## src/rtl/pic_port_monitor.sv

```systemverilog
// Port change monitor for the PIC core: timestamps value changes on
// ports A/B/C and queues them in a show-ahead FIFO drained via valid/ready.
module pic_port_monitor #(
  parameter int TS_WIDTH   = 16,
  parameter int FIFO_DEPTH = 8,
  parameter int PORT_WIDTH = 8
) (
  input  logic                          clock,
  input  logic                          reset,
  input  logic [PORT_WIDTH-1:0]         port_a,
  input  logic [PORT_WIDTH-1:0]         port_b,
  input  logic [PORT_WIDTH-1:0]         port_c,
  input  logic                          enable,
  input  logic                          clear_overflow,
  output logic                          ev_valid,
  input  logic                          ev_ready,
  output logic [2:0]                    ev_mask,
  output logic [3*PORT_WIDTH-1:0]       ev_data,
  output logic [TS_WIDTH-1:0]           ev_time,
  output logic                          overflow,
  output logic [$clog2(FIFO_DEPTH):0]   level
);

  localparam int AW = $clog2(FIFO_DEPTH);
  localparam int DW = 3 * PORT_WIDTH;
  localparam int RW = 3 + DW + TS_WIDTH;

  logic [DW-1:0]       cur_q, cur_d;
  logic [DW-1:0]       prev_q, prev_d;
  logic                cur_vld_q, cur_vld_d;
  logic                armed_q, armed_d;
  logic [TS_WIDTH-1:0] ts_q, ts_d;
  logic [AW:0]         wr_q, wr_d;
  logic [AW:0]         rd_q, rd_d;
  logic                ovf_q, ovf_d;
  logic [RW-1:0]       mem_q [FIFO_DEPTH];
  logic [RW-1:0]       mem_d [FIFO_DEPTH];

  logic [2:0]  diff;
  logic [AW:0] lvl;
  logic        full;
  logic        empty;
  logic        pop;
  logic        push;
  logic        wr_en;
  logic        drop;
  logic [RW-1:0] head;

  always_comb begin
    for (int i = 0; i < 3; i++) begin
      diff[i] = cur_q[i*PORT_WIDTH +: PORT_WIDTH]
             != prev_q[i*PORT_WIDTH +: PORT_WIDTH];
    end
    lvl   = wr_q - rd_q;
    full  = lvl == (AW+1)'(FIFO_DEPTH);
    empty = lvl == '0;
    pop   = !empty && ev_ready;
    push  = armed_q && enable && (diff != 3'b000);
    // when full, a same-cycle pop frees the slot being written
    wr_en = push && (!full || pop);
    drop  = push && full && !pop;

    cur_d     = {port_c, port_b, port_a};
    cur_vld_d = 1'b1;
    prev_d    = cur_q;
    armed_d   = armed_q || cur_vld_q;
    ts_d      = ts_q + TS_WIDTH'(1);
    wr_d      = wr_q + (AW+1)'(wr_en);
    rd_d      = rd_q + (AW+1)'(pop);
    ovf_d     = drop || (ovf_q && !clear_overflow);
    mem_d     = mem_q;
    if (wr_en) mem_d[wr_q[AW-1:0]] = {diff, cur_q, ts_q};

    head     = mem_q[rd_q[AW-1:0]];
    ev_valid = !empty;
    {ev_mask, ev_data, ev_time} = ev_valid ? head : '0;
    level    = lvl;
    overflow = ovf_q;
  end

  always_ff @(posedge clock or negedge reset) begin
    if (!reset) begin
      cur_q     <= '0;
      prev_q    <= '0;
      cur_vld_q <= 1'b0;
      armed_q   <= 1'b0;
      ts_q      <= '0;
      wr_q      <= '0;
      rd_q      <= '0;
      ovf_q     <= 1'b0;
      for (int i = 0; i < FIFO_DEPTH; i++) mem_q[i] <= '0;
    end else begin
      cur_q     <= cur_d;
      prev_q    <= prev_d;
      cur_vld_q <= cur_vld_d;
      armed_q   <= armed_d;
      ts_q      <= ts_d;
      wr_q      <= wr_d;
      rd_q      <= rd_d;
      ovf_q     <= ovf_d;
      mem_q     <= mem_d;
    end
  end

endmodule

```

## config.mk

```make
export PLATFORM = sky130hd
export DESIGN_NAME = pic_port_monitor
export DESIGN_NICKNAME = d
export VERILOG_FILES = /design/src/rtl/pic_port_monitor.sv
export SDC_FILE = /design/constraint.sdc
export NUM_CORES = 1
export LEC_CHECK = 0
export ABC_AREA = 1
export BUFFER_PORTS_ARGS = -buffer_cell sky130_fd_sc_hd__buf_2
export CAP_MARGIN = 25
export CORE_MARGIN = 4
export CORE_UTILIZATION = 33
export CTS_CLUSTER_SIZE = 10
export DETAILED_ROUTE_END_ITERATION = 8
export GPL_TIMING_DRIVEN = 0
export MAX_ROUTING_LAYER = met4
export PLACE_DENSITY = 0.53
export RECOVER_POWER = 50
export REMOVE_ABC_BUFFERS = 1
export SLEW_MARGIN = 20
export SYNTH_ARGS = -nofsm -noshare
export SYNTH_HDL_FRONTEND = slang
export SYNTH_SLANG_ARGS = --single-unit
export TNS_END_PERCENT = 10
```

## constraint.sdc

```tcl
create_clock -name clock -period 9.8 [get_ports clock]
set_input_delay 2.94 -clock clock [delete_from_list [all_inputs] [get_ports clock]]
set_output_delay 2.94 -clock clock [all_outputs]
set_load 0.05 [all_outputs]
```

* Word-level counts from Yosys, hierarchy flattened
Index checks and enable logic that the tools add are counted. Widths: inputs -> output; s select.
Word-level totals: register bits after elaboration 419, bits of input ports 29, output and inout bits 49, word-level logic and storage cells 53
Operators by class: add/sub/neg operators 4, order comparisons 3, equal/unequal tests 4, mux-type cells 7, bitwise gates (word level) 2, reductions and logical operators 17
Operators by type and width (count):
- $bwmux 344 | 1
- $mux 43 | 4
- $bmux 43 s3 | 1
- $demux 43 s3 | 1
- $ne 8x8->1 | 3
- $add 16x1->16 const B | 1
- $add 4x1->4 | 2
- $ge 4x4->1 const B | 2
- $logic_and 1x1->1 | 8
- $not 3->4 | 2
- $eq 4x4->1 const B | 1
- $logic_not 1->1 | 4
- $logic_not 4->1 | 1
- $lt 4x1->1 const B | 1
- $sub 4x4->4 | 1
- $logic_or 1x1->1 | 3
- $reduce_bool 3->1 | 1

* Logic depth before layout (Yosys ltp)
word-level depth 7, mapped depth 14, gate-level depth less buffers 14

* Worst setup path before layout
Ideal clock, no wire load.
path kind reg2out, start point register rd_q[2], end point output port ev_data[0], arrival time 3.571 ns, setup slack 3.289 ns, stages on the path, launching flop included 11, cells stage by stage dfrtp_1 clkbuf_1 clkinv_1 clkbuf_1 ha_1 a21oi_1 nand2_1 xor2_1 nor2_1 clkbuf_1 nor2_1
On the way: elaborated cells between the ends (all ways) 7
RTL lines:
- from (decl) | line 34 | logic [AW:0] rd_q, rd_d;
- from (signal assigned) | line 99 | rd_q <= rd_d;
- $sub 4x4->4 | line 54 | lvl = wr_q - rd_q;
- net level[3] | line 21 | output logic [$clog2(FIFO_DEPTH):0] level
- $logic_not 4->1 | line 56 | empty = lvl == '0;
- $mux 43 | line 76 | {ev_mask, ev_data, ev_time} = ev_valid ? head : '0;
- to (decl) | line 18 | output logic [3*PORT_WIDTH-1:0] ev_data,
The timed path passes the listed nets, and every way through them passes these cells. The select of a mux whose other input is x is not followed.

* Worst setup path after layout
start point register rd_q[1], end point output port ev_data[17]
On the way: cells in the longest elaborated chain, start to end 5, elaborated cells between the ends (all ways) 7
RTL lines (line):
- branches (longest 4 deep; another with $sub 4x4->4)
- $mux 43 * | 76
Every way passes the cells marked *. The select of a mux whose other input is x is not followed.

==> results.py <==
metrics = {
    "run_status": {
        "status": "complete, but fails checks",
        "violations": "max-capacitance violations, max-slew violations",
    },
    "worst_hold_path": {
        "hold_depth": 1,
        "min_to": "armed_q",
        "min_from": "cur_vld_q",
        "hp-class": "reg2reg",
    },
    "drt": {
        "drtAntennaViolNets": 0,
        "drt_wl_total_um": 57120,
        "drcViolationCount": 0,
        "dr_total_vias": 15750,
        "vias_per_cell": 4.830,
        "wl_per_cell_um": 17.51,
        "drt_iter0_markers": 1082,
        "dr.pass1.iters": 5,
    },
    "floorplan": {
        "fp.dieH_um": 253.6,
        "die_w_um": 253.6,
        "ioPinCount": 78,
        "start_util_pct": 33.54,
        "rows": 89,
        "die_area_um2": 64310,
        "core-area_um2": 59350,
    },
    "timing": {
        "finalHoldViolCount": 0,
        "timing.final.crit_share_pct": 78.44,
        "slew_viol_final": 249,
        "period_minus_slack_ns": 7.687,
        "rsz0062_at_grt": "false",
        "fin_skew_ns": 0.01657,
        "holdWs_ns": 0.4364,
        "setup_viol": 0,
        "worstMarginPinSlew_ns": 3.290,
        "slew_headroom_pct": -119.4,
        "fmax_ghz": 0.1301,
    },
    "power": {
        "power_per_cell_area_nw_per_um2": 363.4,
        "switchingPower_w": 0.003815,
        "combPwrFrac_pct": 47.7,
        "power_frac_seq_pct": 32.4,
        "peakVddDrop_uv": 207.5,
        "pwr-share-clk_pct": 20.0,
        "p_int_w": 0.004399,
        "power.leakage_nw": 11.85,
        "p_sw_share_pct": 46.45,
    },
    "worst_setup_path": {
        "end_kind": "output pin",
        "start_kind": "flip-flop",
        "reg2reg_depth": 14,
        "worstReg2RegStart": "rd_q[1]",
        "crit_required_ns": 6.86,
        "r2r_slack_ns": 4.74,
        "rr_endpoint": "mem_q[281]",
        "crit_arrival_ns": 4.75,
        "worstPathMaxFanout": 56,
        "critPathKind": "reg2out",
    },
    "synth": {
        "synth_compound_area_share_pct": 6.544,
        "synth_simple_gate_area_share_pct": 26.09,
        "synthCells": 2471,
        "yosys_warnings": 0,
        "synthTopCellsByArea": "dfrtp_1 53%, nand2_1 23%, mux2_2 4.9%",
        "synthXorXnorAreaFrac_pct": 1.012,
        "synth_flop_cell": "dfrtp_1",
        "synth_common_cells": "1,236 x nand2_1, 419 x dfrtp_1, 172 x o21ai_0, 155 x inv_1, 87 x a21oi_1",
        "yosysUniqueCellTypes": 26,
        "synth_mux_area_share_pct": 4.865,
        "yosys.area_share.adder_pct": 0.6035,
        "synth_area_leader_cell": "dfrtp_1",
        "synth_area_um2": 19900,
        "synth_top_family_by_area": "simple AND/OR/NAND/NOR gates",
        "yosys.area.top_type_share_pct": 52.68,
        "synth.ff_latch_count": 419,
        "synth.most_common_cell": "nand2_1",
        "synth_seq_area_share_pct": 52.68,
        "syn_area_per_cell_um2": 8.055,
        "synth_edf_count": 0,
        "async_reset_ff_share_pct": 100.0,
    },
    "place": {
        "gp_congestion": 0.7287,
        "dp_hpwl_um": 34650,
        "portBuffers": 77,
        "dpl.cell_count": 3193,
    },
    "global_routing": {
        "grt_pass1_vias": 15930,
        "grt_pass1_wl_um": 90630,
        "overflow": 0,
        "antenna_found_initial": 0,
        "grt_use_total_pct": 18.38,
        "grt_max_degree": 98,
    },
    "clocking": {
        "cts-root-buf": "clkbuf_16",
        "cts_resized": 0,
        "cts.clk_slew.worst_paths_ns": 0.06,
        "clock_sinks": 419,
        "cts_tree": "yes",
        "cts.path.max_buffers": 3,
        "cts_buffers": 49,
        "post_cts_buffers": 0,
        "clk_latency_ns": 0.58,
        "cts_hold_buf": 0,
        "cts_htree_levels": 2,
    },
    "layout": {
        "fin_cells": 3262,
        "fill_cells": 5880,
        "drive_above_1_share_pct": 11.17,
        "synthToLayoutAreaGrowth_pct": 13.57,
        "num_antenna_cells": 0,
        "nNetsFinal": 2509,
    },
    "run": {
        "cap_violations": 3,
    },
}
## worst max-delay path, cell delays in order (launching register included)
cell,delay (ns)
dfrtp_4,0.92
buf_12,0.30
clkinv_4,0.35
buf_16,0.37
fa_1,0.45
xor2_1,0.16
nor3_1,0.20
inv_1,0.11
nor2_4,0.60
buf_12,0.27
nor2_1,0.11
buf_2,0.23
## power groups by stage
stage / sequential (W) / clock (W) / combinational, W
2_1_floorplan: 0.00265 / 0 / 0.00262
3_3_place_gp: 0.00283 / 0 / 0.00363
3_5_place_dp: 0.00268 / 0 / 0.00396
4_1_cts: 0.00265 / 0.00169 / 0.00397
5_1_grt: 0.00273 / 0.00175 / 0.00430
6_report: 0.00266 / 0.00164 / 0.00392
## sequential cells by signal, indices dropped and copies added (netlist names)
name and flops:
cur_q 24, ts_q 16, rd_q 4, cur_vld_q 1, armed_q 1, prev_q 24
wr_q 4, overflow 1, mem_q 344
## layout by cell type (no fill, tap or decap), drive strengths merged, types with 10 or more instances in the layout
master,n
a21oi,87
buf,110
clkbuf,72
dfrtp,419
inv,157
mux2,86
nand2,1236
nand3,10
nor2,85
o21ai,172
xor2,15
## per-stage QoR
step | setup WS (ns) | util [%] | TNS [ns] | power (W) | instance area, um^2
3_3_place_gp | -6.684 | 34.07 | -2274.54 | 0.006466 | 20220
3_5_place_dp | 2.668 | 35.88 | 0 | 0.006636 | 21290
5_1_grt | 1.417 | 38.09 | 0 | 0.008778 | 22610
2_1_floorplan | -1.118 | - | -47.72 | 0.005264 | 18870
6_report | 2.113 | 38.09 | 0 | 0.008214 | 22610
4_1_cts | 2.032 | 38.19 | 0 | 0.008309 | 22660
## worst max-delay path by stage
stage / startpoint / to / slack (ns)
4_1_cts: rd_q[1] / ev_data[4] / 2.03
6_report: rd_q[1] / ev_data[17] / 2.11
3_5_place_dp: rd_q[1] / ev_data[4] / 2.67
3_3_place_gp: rd_q[1] / ev_data[4] / -6.68
2_1_floorplan: rd_q[0] / ev_valid / -1.12
5_1_grt: reset / mem_q[263] / 1.42
## metal layers
| layer | vias to the layer above | part of all wire [%] | global-route usage, % |
|---|---|---|---|
| li1 | 7574 | - | - |
| met5 | - | 0 | - |
| met1 | 7677 | 44 | 23.66 |
| met4 | 0 | 2.5 | 5.626 |
| met2 | 397 | 49 | 30.49 |
| met3 | 106 | 5.2 | 2.364 |
## final cells by class
class	count	area, um^2	share of cell area, %
inverters	158	603.1	2.668
clock inverters	2	13.76	0.06088
well taps	773	967.2	4.279
multi-input cells	1728	7906	34.98
clock buffers	67	1356	6.000
flip-flops and latches	419	10500	46.43
repair buffers	115	1262	5.585
## logic make-up (layout without fill, tap and decap cells)
logic type	count (synthesis)	after routing
and+or+nand+nor	1349	1349
DFF	419	419
buffers and inverters	324	342
AOI/OAI and AO/OA	260	260
muxes	86	86
xor gates and xnor gates	23	23
adders and majority gates	9	9
other	1	1
(Power assumes the default switching activity.)
